[config.mk]
export PLATFORM = sky130hd
export DESIGN_NAME = regfile_param
export DESIGN_NICKNAME = d
export VERILOG_FILES = /design/src/rtl/regfile_pkg.sv /design/src/rtl/regfile_entry.sv /design/src/rtl/regfile_param.sv
export SDC_FILE = /design/constraint.sdc
export NUM_CORES = 1
export LEC_CHECK = 0
export CORE_ASPECT_RATIO = 1.5
export CORE_MARGIN = 10
export CORE_UTILIZATION = 59
export DETAILED_ROUTE_END_ITERATION = 8
export DONT_BUFFER_PORTS = 1
export PLACE_DENSITY = 0.78
export REMOVE_ABC_BUFFERS = 1
export SETUP_SLACK_MARGIN = 0.1
export SKIP_CTS_REPAIR_TIMING = 1
export SLEW_MARGIN = 20
export SYNTH_ARGS = -nofsm -noshare
export SYNTH_HDL_FRONTEND = slang
export SYNTH_SLANG_ARGS = --single-unit
[constraint.sdc]
create_clock -name clk -period 3.42 [get_ports clk]
set_input_delay 0.342 -clock clk [delete_from_list [all_inputs] [get_ports clk]]
set_output_delay 0.342 -clock clk [all_outputs]
set_load 0.02 [all_outputs]
[src/rtl/regfile_pkg.sv]
// Shared constants and helpers for the parameterised register file.
package regfile_pkg;

  localparam int unsigned DefDataW = 8;
  localparam int unsigned DefDepth = 8;

  // Address width for a given register count; never narrower than one bit.
  function automatic int unsigned calc_aw(input int unsigned depth);
    return (depth > 1) ? $clog2(depth) : 1;
  endfunction

endpackage

[src/rtl/regfile_entry.sv]
// One register-file entry: a data word plus its pending (scoreboard) bit.
module regfile_entry
  import regfile_pkg::*;
#(
  parameter int unsigned DATA_W = DefDataW
) (
  input  logic              clk,
  input  logic              rst,
  input  logic              we,
  input  logic [DATA_W-1:0] wdata,
  input  logic              set,
  output logic [DATA_W-1:0] data,
  output logic              pending
);

  logic [DATA_W-1:0] data_q;
  logic              pending_q;

  // Data word: loads on any enabled write, cleared by reset.
  always_ff @(posedge clk or posedge rst) begin
    if (rst) begin
      data_q <= '0;
    end else if (we) begin
      data_q <= wdata;
    end
  end

  // Pending bit: an alloc (set) beats a same-cycle write (clear).
  always_ff @(posedge clk or posedge rst) begin
    if (rst) begin
      pending_q <= 1'b0;
    end else if (set) begin
      pending_q <= 1'b1;
    end else if (we) begin
      pending_q <= 1'b0;
    end
  end

  assign data    = data_q;
  assign pending = pending_q;

endmodule

[src/rtl/regfile_param.sv]
// Two-write / two-read register file with optional zero register, write-to-read
// bypass and a per-entry pending scoreboard.
module regfile_param
  import regfile_pkg::*;
#(
  parameter int unsigned DATA_W   = DefDataW,
  parameter int unsigned DEPTH    = DefDepth,
  parameter bit          ZERO_REG = 1'b0,
  parameter bit          BYPASS   = 1'b1,
  localparam int unsigned AW      = calc_aw(DEPTH)
) (
  input  logic              clk,
  input  logic              rst,
  input  logic              we0,
  input  logic              we1,
  input  logic [AW-1:0]     waddr0,
  input  logic [AW-1:0]     waddr1,
  input  logic [DATA_W-1:0] wdata0,
  input  logic [DATA_W-1:0] wdata1,
  input  logic [AW-1:0]     raddr0,
  input  logic [AW-1:0]     raddr1,
  output logic [DATA_W-1:0] rdata0,
  output logic [DATA_W-1:0] rdata1,
  output logic              rbusy0,
  output logic              rbusy1,
  input  logic              alloc,
  input  logic [AW-1:0]     alloc_addr,
  output logic              alloc_err,
  output logic [DEPTH-1:0]  busy_vec
);

  logic [DATA_W-1:0] data_q [DEPTH];
  logic [DEPTH-1:0]  pending_q;
  logic              wr0_ok, wr1_ok, alloc_ok;
  logic              alloc_err_q, alloc_err_d;

  // Entry 0 swallows writes and allocs when it is hard-wired to zero.
  assign wr0_ok   = we0 && !(ZERO_REG && (waddr0 == '0));
  assign wr1_ok   = we1 && !(ZERO_REG && (waddr1 == '0));
  assign alloc_ok = alloc && !(ZERO_REG && (alloc_addr == '0));

  for (genvar i = 0; i < DEPTH; i++) begin : g_entry
    logic              hit0, hit1;
    logic [DATA_W-1:0] ent_wdata;

    assign hit0      = wr0_ok && (waddr0 == AW'(i));
    assign hit1      = wr1_ok && (waddr1 == AW'(i));
    // Port 1 wins a same-address collision.
    assign ent_wdata = hit1 ? wdata1 : wdata0;

    regfile_entry #(
      .DATA_W (DATA_W)
    ) u_entry (
      .clk     (clk),
      .rst     (rst),
      .we      (hit0 || hit1),
      .wdata   (ent_wdata),
      .set     (alloc_ok && (alloc_addr == AW'(i))),
      .data    (data_q[i]),
      .pending (pending_q[i])
    );
  end

  // Read port 0: stored value, optionally overridden by same-cycle write data.
  always_comb begin
    rdata0 = data_q[raddr0];
    rbusy0 = pending_q[raddr0];
    if (BYPASS) begin
      if (wr1_ok && (waddr1 == raddr0)) begin
        rdata0 = wdata1;
        rbusy0 = 1'b0;
      end else if (wr0_ok && (waddr0 == raddr0)) begin
        rdata0 = wdata0;
        rbusy0 = 1'b0;
      end
    end
    if (ZERO_REG && (raddr0 == '0)) rdata0 = '0;
    if (rst) begin
      rdata0 = '0;
      rbusy0 = 1'b0;
    end
  end

  // Read port 1: same structure as port 0.
  always_comb begin
    rdata1 = data_q[raddr1];
    rbusy1 = pending_q[raddr1];
    if (BYPASS) begin
      if (wr1_ok && (waddr1 == raddr1)) begin
        rdata1 = wdata1;
        rbusy1 = 1'b0;
      end else if (wr0_ok && (waddr0 == raddr1)) begin
        rdata1 = wdata0;
        rbusy1 = 1'b0;
      end
    end
    if (ZERO_REG && (raddr1 == '0)) rdata1 = '0;
    if (rst) begin
      rdata1 = '0;
      rbusy1 = 1'b0;
    end
  end

  // Allocating an already-pending entry is an error, reported one cycle later.
  assign alloc_err_d = alloc_ok && pending_q[alloc_addr];

  // Registered one-cycle error pulse.
  always_ff @(posedge clk or posedge rst) begin
    if (rst) begin
      alloc_err_q <= 1'b0;
    end else begin
      alloc_err_q <= alloc_err_d;
    end
  end

  assign alloc_err = alloc_err_q;
  assign busy_vec  = pending_q;

endmodule

; After elaboration in Yosys (flattened, before gate mapping)
; Index checks and enable logic that the tools add are counted.
[op_classes]
add_sub_neg = 0
mul = 0
div_mod_pow = 0
order_cmp = 5
eq_ne = 25
shift = 0
muxes = 48
bitwise_logic = 2
reduce_logical = 48
[op_table]
columns = op, n
row1 = $mux W8, 18
row2 = $bmux W8 S3, 2
row3 = $eq A3 B3 Y1 const B, 12
row4 = $logic_and A1 B1 Y1, 29
row5 = $mux W1, 25
row6 = $eq A3 B2 Y1 const B, 6
row7 = $reduce_bool A2 Y1, 8
row8 = $eq A3 B3 Y1, 4
row9 = $lt A3 B4 Y1 const B, 3
row10 = $bmux W1 S3, 3
row11 = $eq A3 B1 Y1 const B, 3
row12 = $logic_not A3 Y1, 3
row13 = $ge A4 B4 Y1 const B, 2
row14 = $logic_or A1 B1 Y1, 8
row15 = $not A3 Y4, 2
[totals]
register_bits = 73
latch_bits = 0
ramBits = 0
romBits = 0
input_bits = 36
output_inout_bits = 27
wordCells = 145
n_memories = 0

; Depth between registers and ports, before layout
; Gate-level depths: netlist of the first run.
[logic_depth]
depth_word = 7
depth_mapped = 7
depth_no_buf = 4

; Modules after synthesis
; A second synthesis of the first run with hierarchy kept.
[hier_totals]
hier_cells = 485
hier_area_um2 = 5881.9
[by_module_without_submodules]
columns = mod, instances, cells_per_inst, area_per_inst_um2, seq_area_each_um2
row1 = regfile_entry, 8, 21, 371.6, 225.2
row2 = regfile_param, 1, 317, 2909.0, 25.0

; Worst setup path before layout of the first run
; Ideal clock, no wire load.
[synth_timing]
path_kind = input to output
startpoint = input port rst
endpoint = output port rdata0[0]
arrival_ns = 3.556
required_time_ns = 3.078
slack_ns = -0.478
cell_stages = 4
n_path_buf = 1
path_cell_list = inv_1 -> clkbuf_1 -> o21ai_0 -> a31oi_1
[synth_via]
elab_chain_cells = 1
[synth_rtl]
columns = item, line_no
row1 = "start, declared", regfile_param.sv:13  ; input logic rst,
row2 = $mux W8, regfile_param.sv:78  ; if (rst) begin
row3 = "end, declared", regfile_param.sv:22  ; output logic [DATA_W-1:0] rdata0,
; No other way between the ends.

; Worst setup path in the final report of the first run
[layout_timing]
startpoint = input port waddr1[2]
endpoint = output port rdata0[6]
[layout_via]
elab_chain_cells = 4
[layout_rtl]
columns = item, line_no
row1 = "start, declared", regfile_param.sv:17  ; input logic [AW-1:0] waddr1,
row2 = $eq A3 B3 Y1, regfile_param.sv:69  ; if (wr1_ok && (waddr1 == raddr0)) begin
row3 = $logic_and A1 B1 Y1, regfile_param.sv:69
row4 = $mux W8, regfile_param.sv:69
row5 = $mux W8, regfile_param.sv:78
; No other way between the ends.

==> flow_metrics.tcl, run 1 <==
set metrics [dict create \
    ys_ff_latch 73 \
    cts.sinks 73 \
    die_h_um 139 \
    cp_slowest_cell "a31oi_1" \
    clk_pin_slew_worst_paths_ns 0.06 \
    cts_tree "done" \
    finalClockSkew_ns 0.000389 \
    p_total_mw 2.82 \
    core_um2 9200 \
    power.internal_mw 1.94 \
    core.rowCount 43 \
    power.leakage_nw 2.40 \
    dpl.hpwl_um 10500 \
    cts.path.max_buffers 2 \
    r2r-start "g_entry[3].u_entry.pending" \
    yosysSeqAreaShare 0.331 \
    synth_area_leader_cell "dfrtp_1" \
    wl_per_cell_um 24.9 \
    setup_ws_ns 1.17 \
    drt_iter0_drc 422 \
    cts_buffers 9 \
    ir_drop_uv 429 \
    fill_cells 737 \
    critPathKind "input port to output port" \
    yosys-top-cells-area "dfrtp_1 33%, mux2i_1 18%, mux4_1 8.1%" \
    p_clk_frac 0.324 \
    pin_count 63 \
    drive_gt1_frac 0.0807 \
    timing.final.crit_share 0.658 \
    maxClockFrequency_ghz 0.444 \
    crit_path_start "waddr1[2]" \
    setup_viol 0 \
    hold_violations 0 \
    grt_overflow_total 0 \
    grt_max_degree 51 \
    via_count 4394 \
    crit_chain "xnor2_1 -> nand4_1 -> a31oi_1" \
    fp.dieW_um 99.0 \
    min_period_ns 2.25 \
    p_seq_frac 0.436 \
    comb_power_share 0.240 \
    p_per_area_nw_per_um2 513 \
    synth_cell_type_count 40 \
    num_antenna_cells 0 \
    worstPathMaxFanout 17 \
    tightest_slew_ns 1.09 \
    final.setup.tns_ns 0 \
    p_sw_mw 0.873 \
    drcViolationCount 0 \
    synth_edf_count 0 \
    switching_share 0.310 \
    synth_ff_type "dfrtp_1" \
    track_usage 0.219 \
    crit_path_end_kind "output port" \
    htreeDepth 3 \
    place_area_um2 5200 \
    firstDrtPassIters 5 \
    required_ns 3.08 \
    whs_ns 0.00697 \
    grt_pass1_wl_um 23900 \
    avgSynthCellArea_um2 9.94 \
    min_path_type "input port to async pin" \
    area_delta_synth_final_pct -0.521 \
    first_global_vias 4370 \
    rsz0062_at_grt "false" \
    slowest_delay_ns 0.74 \
    synthCells 556 \
    totalWireLength_um 15400 \
    avgViaCountPerCell 7.09 \
    ys_warn_count 0 \
    yosysTopAreaCellShare 0.331 \
    antenna_found_initial 0 \
    initial_utilization 0.601 \
    async_flop_share 1.00 \
    maxCapViolations 0 \
    clk_latency_ns 0.34 \
    die_area_um2 13700 \
    design_area_um2 5500 \
    outcome "finished, final reports clean" \
    antenna_left 0 \
    slew_headroom 0.269 \
    maxSlewViolCount 0 \
    path_buf_inv 0 \
    io_buffers 0 \
    cts_root_buffer "clkbuf_16" \
    critPathTopFamily "compound AO/OA/AOI/OAI gates" \
    syn_area_um2 5530 \
    gp_congestion 0.907 \
    fin_nets 539 \
    start_kind "input port" \
    crit_arrival_ns 1.91 \
    dp_slack_ns 1.17 \
]
==> cell usage after synthesis (all sizes together), types with 2 or more instances <==
library cell  number
clkbuf            19
a22oi             16
nand4              6
buf               49
xnor2             12
mux2i             99
o21ai             54
nand2             56
nor2              36
and4               2
nand2b            20
mux4              22
nor2b              4
a21oi             34
nor4bb             2
nand3             22
nor3               3
dfrtp             73
nand4b             4
a31oi             16
==> power groups by stage <==
stage	Sequential [mW]	Clock [mW]	Combinational, mW
after floorplan	1.18	0	0.560
after global placement	1.22	0	0.644
after detailed placement	1.24	0	0.672
after CTS	1.22	0.922	0.676
after global routing	1.25	0.959	0.742
final	1.23	0.913	0.676
==> final timing paths <==
path / to / slack [ns] / cells past startpoint
worst max-delay path: rdata0[6] / 1.17 / 3
worst min-delay path: g_entry[2].u_entry.data[3] / 0.007 / 1
worst max register to register: alloc_err / 2.09 / 3
worst min register to register: g_entry[2].u_entry.data[2] / 0.52 / 2
max in group asynchronous: g_entry[7].u_entry.data[1] / 2.65 / 2
min in group clk: g_entry[0].u_entry.pending / 0.10 / 1
==> logic make-up after synthesis <==
logic type	synth area share
and+or+nand+nor	0.148
AOI/OAI and AO/OA	0.127
muxes	0.281
DFF	0.331
buffers and inverters	0.0922
xor gates and xnor gates	0.0217
==> through the flow <==
stage / util / cells
after CTS: 0.597 / 620
after global routing: 0.597 / 620
after detailed placement: 0.565 / 604
after floorplan: - / 488
after global placement: 0.565 / 604
final: 0.597 / 620
==> sequential cells by signal, indices dropped and copies added, names as in the netlist <==
name                     cells
g_entry.u_entry.data        64
g_entry.u_entry.pending      8
alloc_err                    1
==> worst reg2reg max path, delay by kind of cell, from the launching register on <==
kind	cells	cell delay, ns
multiplexers	2	0.66
flip-flops	1	0.50
AND/OR/NAND/NOR	1	0.06
==> cells in the final DEF, fill, tap and decap left out, drive strengths merged, types with 16 or more instances in the layout <==
master and instances:
nand2b 20, a31oi 16, dfrtp 73, mux4 22, mux2i 99, nand3 22, nand2 56, a21oi 34
nor2 36, o21ai 54, a22oi 16
==> layout make-up <==
class / count / area (um2) / share of cell area
inverters: 1 / 5.00 / 0.000911
well taps: 112 / 140 / 0.0255
multi-input cells: 414 / 3200 / 0.583
flip-flops and latches: 73 / 1830 / 0.332
clock buffers: 12 / 267 / 0.0485
clock inverters: 4 / 26.3 / 0.00478
repair buffers: 4 / 30.0 / 0.00546
==> layer usage <==
metal | up-vias | share of wire | GRT usage
met1 | 2136 | 0.36 | 0.249
met5 | - | 0 | 0
met4 | 0 | 0.038 | 0.104
met2 | 277 | 0.50 | 0.368
met3 | 63 | 0.10 | 0.0574
li1 | 1918 | - | -
No activity file was read; power rests on OpenSTA's default activity.
==> run 2, diff against run 1 <==
==> constraint.sdc (replaced) <==
create_clock -name clk -period 1.9 [get_ports clk]
set_input_delay 0.19 -clock clk [delete_from_list [all_inputs] [get_ports clk]]
set_output_delay 0.19 -clock clk [all_outputs]
set_load 0.02 [all_outputs]
==> flow_metrics.tcl, run 2 (synthesis gave the netlist of run 1 again) <==
set metrics [dict create \
    clk_pin_slew_worst_paths_ns 0.06 \
    start_kind "flip-flop" \
    cts_tree "done" \
    crit_arrival_ns 1.81 \
    required_ns 1.71 \
    crit_chain "mux4_2 -> nand2b_4 -> nand3_2 -> a31oi_2 -> buf_4" \
    power.leakage_nw 2.78 \
    grt_overflow_total 0 \
    fp.dieW_um 99.0 \
    slew_headroom 0.472 \
    first_global_vias 4487 \
    grt_pass1_wl_um 25200 \
    drive_gt1_frac 0.257 \
    outcome "finished with violations" \
    gp_congestion 0.903 \
    grt_max_degree 29 \
    initial_utilization 0.601 \
    cp_slowest_cell "mux4_2" \
    finalClockSkew_ns 0.000966 \
    via_count 4676 \
    p_total_mw 5.71 \
    drcViolationCount 0 \
    maxCapViolations 0 \
    largest_reg_flops 64 \
    cts.sinks 73 \
    antenna_left 0 \
    dpl.hpwl_um 11000 \
    hold_violations 24 \
    setup_ws_ns -0.103 \
    die_h_um 139 \
    htreeDepth 3 \
    area_delta_synth_final_pct 12.4 \
    tightest_slew_ns 0.790 \
    critPathKind "flip-flop to output port" \
    cts_buffers 9 \
    slowest_delay_ns 0.48 \
    antenna_found_initial 0 \
    dp.cells 645 \
    worstPathMaxFanout 3 \
    pin_count 63 \
    failed_checks "negative hold slack, negative setup slack" \
    min_period_ns 2.00 \
    totalWireLength_um 17200 \
    clk_latency_ns 0.35 \
    p_per_area_nw_per_um2 920 \
    wl_per_cell_um 25.3 \
    core_um2 9200 \
    num_antenna_cells 0 \
    ir_drop_uv 777 \
    whs_ns -0.0376 \
    final_cell_mix "98 x mux2i_1, 65 x dfrtp_1, 56 x nand2_1" \
    crit_path_start "g_entry[7].u_entry.data[3]" \
    stdcell_count 680 \
    drt_iter0_drc 575 \
    final_common_cell "mux2i_1" \
    io_buffers 0 \
    cts_root_buffer "clkbuf_16" \
    core.rowCount 43 \
    r2r-start "g_entry[0].u_entry.pending" \
    timing.final.crit_share 1.05 \
    fin_nets 599 \
    cts.path.max_buffers 2 \
    min_path_type "input port to flip-flop" \
    setup_viol 14 \
    avgViaCountPerCell 6.88 \
    min_from "wdata1[3]" \
    firstDrtPassIters 5 \
    die_area_um2 13700 \
    track_usage 0.228 \
    maxSlewViolCount 0 \
    rsz0062_at_grt "true" \
    maxClockFrequency_ghz 0.499 \
    crit_path_end_kind "output port" \
]
-- run 2: worst paths after layout --
| kind | to | slack [ns] | depth (start not counted) |
|---|---|---|---|
| max in group asynchronous | g_entry[0].u_entry.pending | 0.75 | 3 |
| setup reg to reg | g_entry[0].u_entry.pending | 0.60 | 3 |
| min in group asynchronous | g_entry[7].u_entry.data[6] | -0.02 | 3 |
| setup / recovery | rdata1[3] | -0.10 | 5 |
| hold reg to reg | g_entry[0].u_entry.data[4] | 0.51 | 2 |
| hold / removal | g_entry[4].u_entry.data[3] | -0.04 | 2 |
-- run 2: per-layer routing --
metal	up-vias	GRT usage	wire [um]
met4	0	0.108	760
met3	72	0.0653	1910
met1	2283	0.263	6050
li1	2015	-	-
met5	-	0	0
met2	306	0.378	8480
-- run 2: where the power goes --
group          switching [mW]  internal (mW)  total (mW)  leakage, nW
clock network           0.708           1.19        1.90        0.159
logic                   0.704          0.880        1.58         1.76
registers               0.334           1.89        2.23        0.861
total                    1.75           3.96        5.71         2.78
-- run 2: per-stage QoR --
stage          utilization  cell area, um2  hold WS (ns)  worst slack [ns]  TNS [ns]
2_1_floorplan            -            5020         0.287            -0.892    -40.31
6_report             0.675            6210       -0.0376            -0.103    -0.457
3_5_place_dp         0.600            5520       -0.0166             0.277         0
3_3_place_gp         0.600            5520       -0.0192             0.279         0
5_1_grt              0.675            6210       0.00132            -0.119     -1.07
4_1_cts              0.636            5850        -0.377           -0.0970    -0.924
-- run 2: area by class of cell --
type | instances | area (um2)
Sequential cell | 73 | 1840
Clock inverter | 6 | 90.1
Inverter | 1 | 5.00
Timing Repair Buffer | 64 | 534
Multi-Input combinational cell | 414 | 3360
Tap cell | 112 | 140
Clock buffer | 10 | 239
Fill cell | 668 | 2990
-- run 2: critical path: cells and delay by family (launching register included) --
kind | cells | cell delay, ns
compound gates | 1 | 0.13
buf+inv | 1 | 0.20
flops | 1 | 0.39
mux | 1 | 0.48
simple gates | 2 | 0.25
==> run 3, diff against run 2 <==
--- a/config.mk
+++ b/config.mk
@@ -11,6 +11,7 @@
 export DETAILED_ROUTE_END_ITERATION = 8
 export DONT_BUFFER_PORTS = 1
 export PLACE_DENSITY = 0.78
+export RECOVER_POWER = 100
 export REMOVE_ABC_BUFFERS = 1
 export SETUP_SLACK_MARGIN = 0.1
 export SKIP_CTS_REPAIR_TIMING = 1
==> flow_metrics.tcl, run 3 (synthesis gave the netlist of run 1 again) <==
set metrics [dict create \
    drive_gt1_frac 0.245 \
    reg2reg_to "g_entry[0].u_entry.pending" \
    drt_iter0_drc 556 \
    slew_headroom 0.404 \
    grt_overflow_total 0 \
    tightest_slew_ns 0.894 \
    path_buf_inv 1 \
    maxSlewViolCount 0 \
    power.leakage_nw 2.75 \
    outcome "finished with violations" \
    pin_count 63 \
    min_from "wdata1[3]" \
    clk_pin_slew_worst_paths_ns 0.06 \
    maxClockFrequency_ghz 0.499 \
    finalClockSkew_ns 0.000831 \
    antenna_left 0 \
    crit_path_end_kind "output port" \
    cts_buffers 9 \
    hold_end "g_entry[4].u_entry.data[3]" \
    clk_latency_ns 0.35 \
    die_h_um 139 \
    num_antenna_cells 0 \
    largest_reg_flops 64 \
    area_delta_synth_final_pct 11.8 \
    setup_viol 13 \
    place_area_um2 5520 \
    final_common_cell "mux2i_1" \
    crit_chain "mux4_2 -> nand2b_4 -> nand3_2 -> a31oi_2 -> buf_4" \
    avgViaCountPerCell 6.96 \
    fin_nets 599 \
    critPathKind "flip-flop to output port" \
    worst_r2r_path_depth 3 \
    dpl.hpwl_um 11000 \
    die_area_um2 13700 \
    dp_slack_ns 0.277 \
    min_path_type "input port to flip-flop" \
    initial_utilization 0.601 \
    gp_congestion 0.903 \
    required_ns 1.71 \
    htreeDepth 3 \
    hold_violations 8 \
    design_area_um2 6170 \
    track_usage 0.228 \
    wl_per_cell_um 25.1 \
    setup_ws_ns -0.104 \
    timing.final.crit_share 1.05 \
    final_cell_mix "98 x mux2i_1, 65 x dfrtp_1, 56 x nand2_1" \
    start_kind "flip-flop" \
    drcViolationCount 0 \
    fp.dieW_um 99.0 \
    regToRegSetupSlack_ns 0.60 \
    slowest_delay_ns 0.49 \
    crit_arrival_ns 1.81 \
    grt_pass1_wl_um 25200 \
    cts_root_buffer "clkbuf_16" \
    core.rowCount 43 \
    grt_max_degree 29 \
    worstPathMaxFanout 3 \
    p_per_area_nw_per_um2 922 \
    cp_slowest_cell "mux4_2" \
    whs_ns -0.0373 \
    io_buffers 0 \
    maxCapViolations 0 \
    rsz0062_at_grt "true" \
    min_period_ns 2.00 \
    totalWireLength_um 17100 \
    core_um2 9200 \
    cts_tree "done" \
    ir_drop_uv 775 \
    cts.sinks 73 \
    first_global_vias 4487 \
    hold_depth 2 \
    r2r-start "g_entry[0].u_entry.pending" \
    failed_checks "negative hold slack, negative setup slack" \
    cts.path.max_buffers 2 \
    critPathTopFamily "multiplexers" \
    antenna_found_initial 0 \
    firstDrtPassIters 5 \
    final.setup.tns_ns -0.425 \
    via_count 4734 \
]
## run 3: worst max-delay path by stage
stage | startpoint | to | slack, ns | cells past startpoint
after floorplan | rst | rdata0[0] | -0.89 | 3
after global placement | g_entry[5].u_entry.data[3] | rdata1[3] | 0.28 | 5
after detailed placement | g_entry[5].u_entry.data[3] | rdata1[3] | 0.28 | 5
after CTS | g_entry[5].u_entry.data[3] | rdata1[3] | -0.1 | 5
after global routing | g_entry[7].u_entry.data[3] | rdata1[3] | -0.12 | 5
final | g_entry[7].u_entry.data[3] | rdata1[3] | -0.10 | 5
## run 3: layout make-up
cell class	instances	area (um2)
clock buffer	10	239
tap	112	140
clock inverter	6	90.1
timing repair buffer	64	500
fill	681	3030
sequential	73	1840
multi-input combinational	414	3360
inverter	1	5.00
## run 3: per-stage QoR
step | std cells | utilization | power (mW)
2_1_floorplan | 488 | - | 3.14
3_3_place_gp | 645 | 0.600 | 3.47
3_5_place_dp | 645 | 0.600 | 3.55
4_1_cts | 661 | 0.636 | 5.43
5_1_grt | 680 | 0.671 | 5.94
6_report | 680 | 0.671 | 5.70
## run 3: worst reg2reg max path: cells and delay by family, from the launching register on
family | cells | cell delay, ns
AO/OA/AOI/OAI | 1 | 0.06
buffers and inverters | 1 | 0.56
flip-flops | 1 | 0.48
AND/OR/NAND/NOR | 1 | 0.08
## run 3: power breakdown
group	total [mW]	switching (mW)	leakage [nW]	internal, mW
Combinational	1.57	0.701	1.73	0.871
Clock	1.89	0.706	0.159	1.19
Sequential	2.23	0.333	0.861	1.89
## run 3: per-layer routing
metal | part of all wire | global-route usage | vias up
li1 | - | - | 2022
met1 | 0.35 | 0.263 | 2292
met2 | 0.48 | 0.378 | 326
met3 | 0.11 | 0.0653 | 94
met4 | 0.058 | 0.108 | 0
met5 | 0 | 0 | -
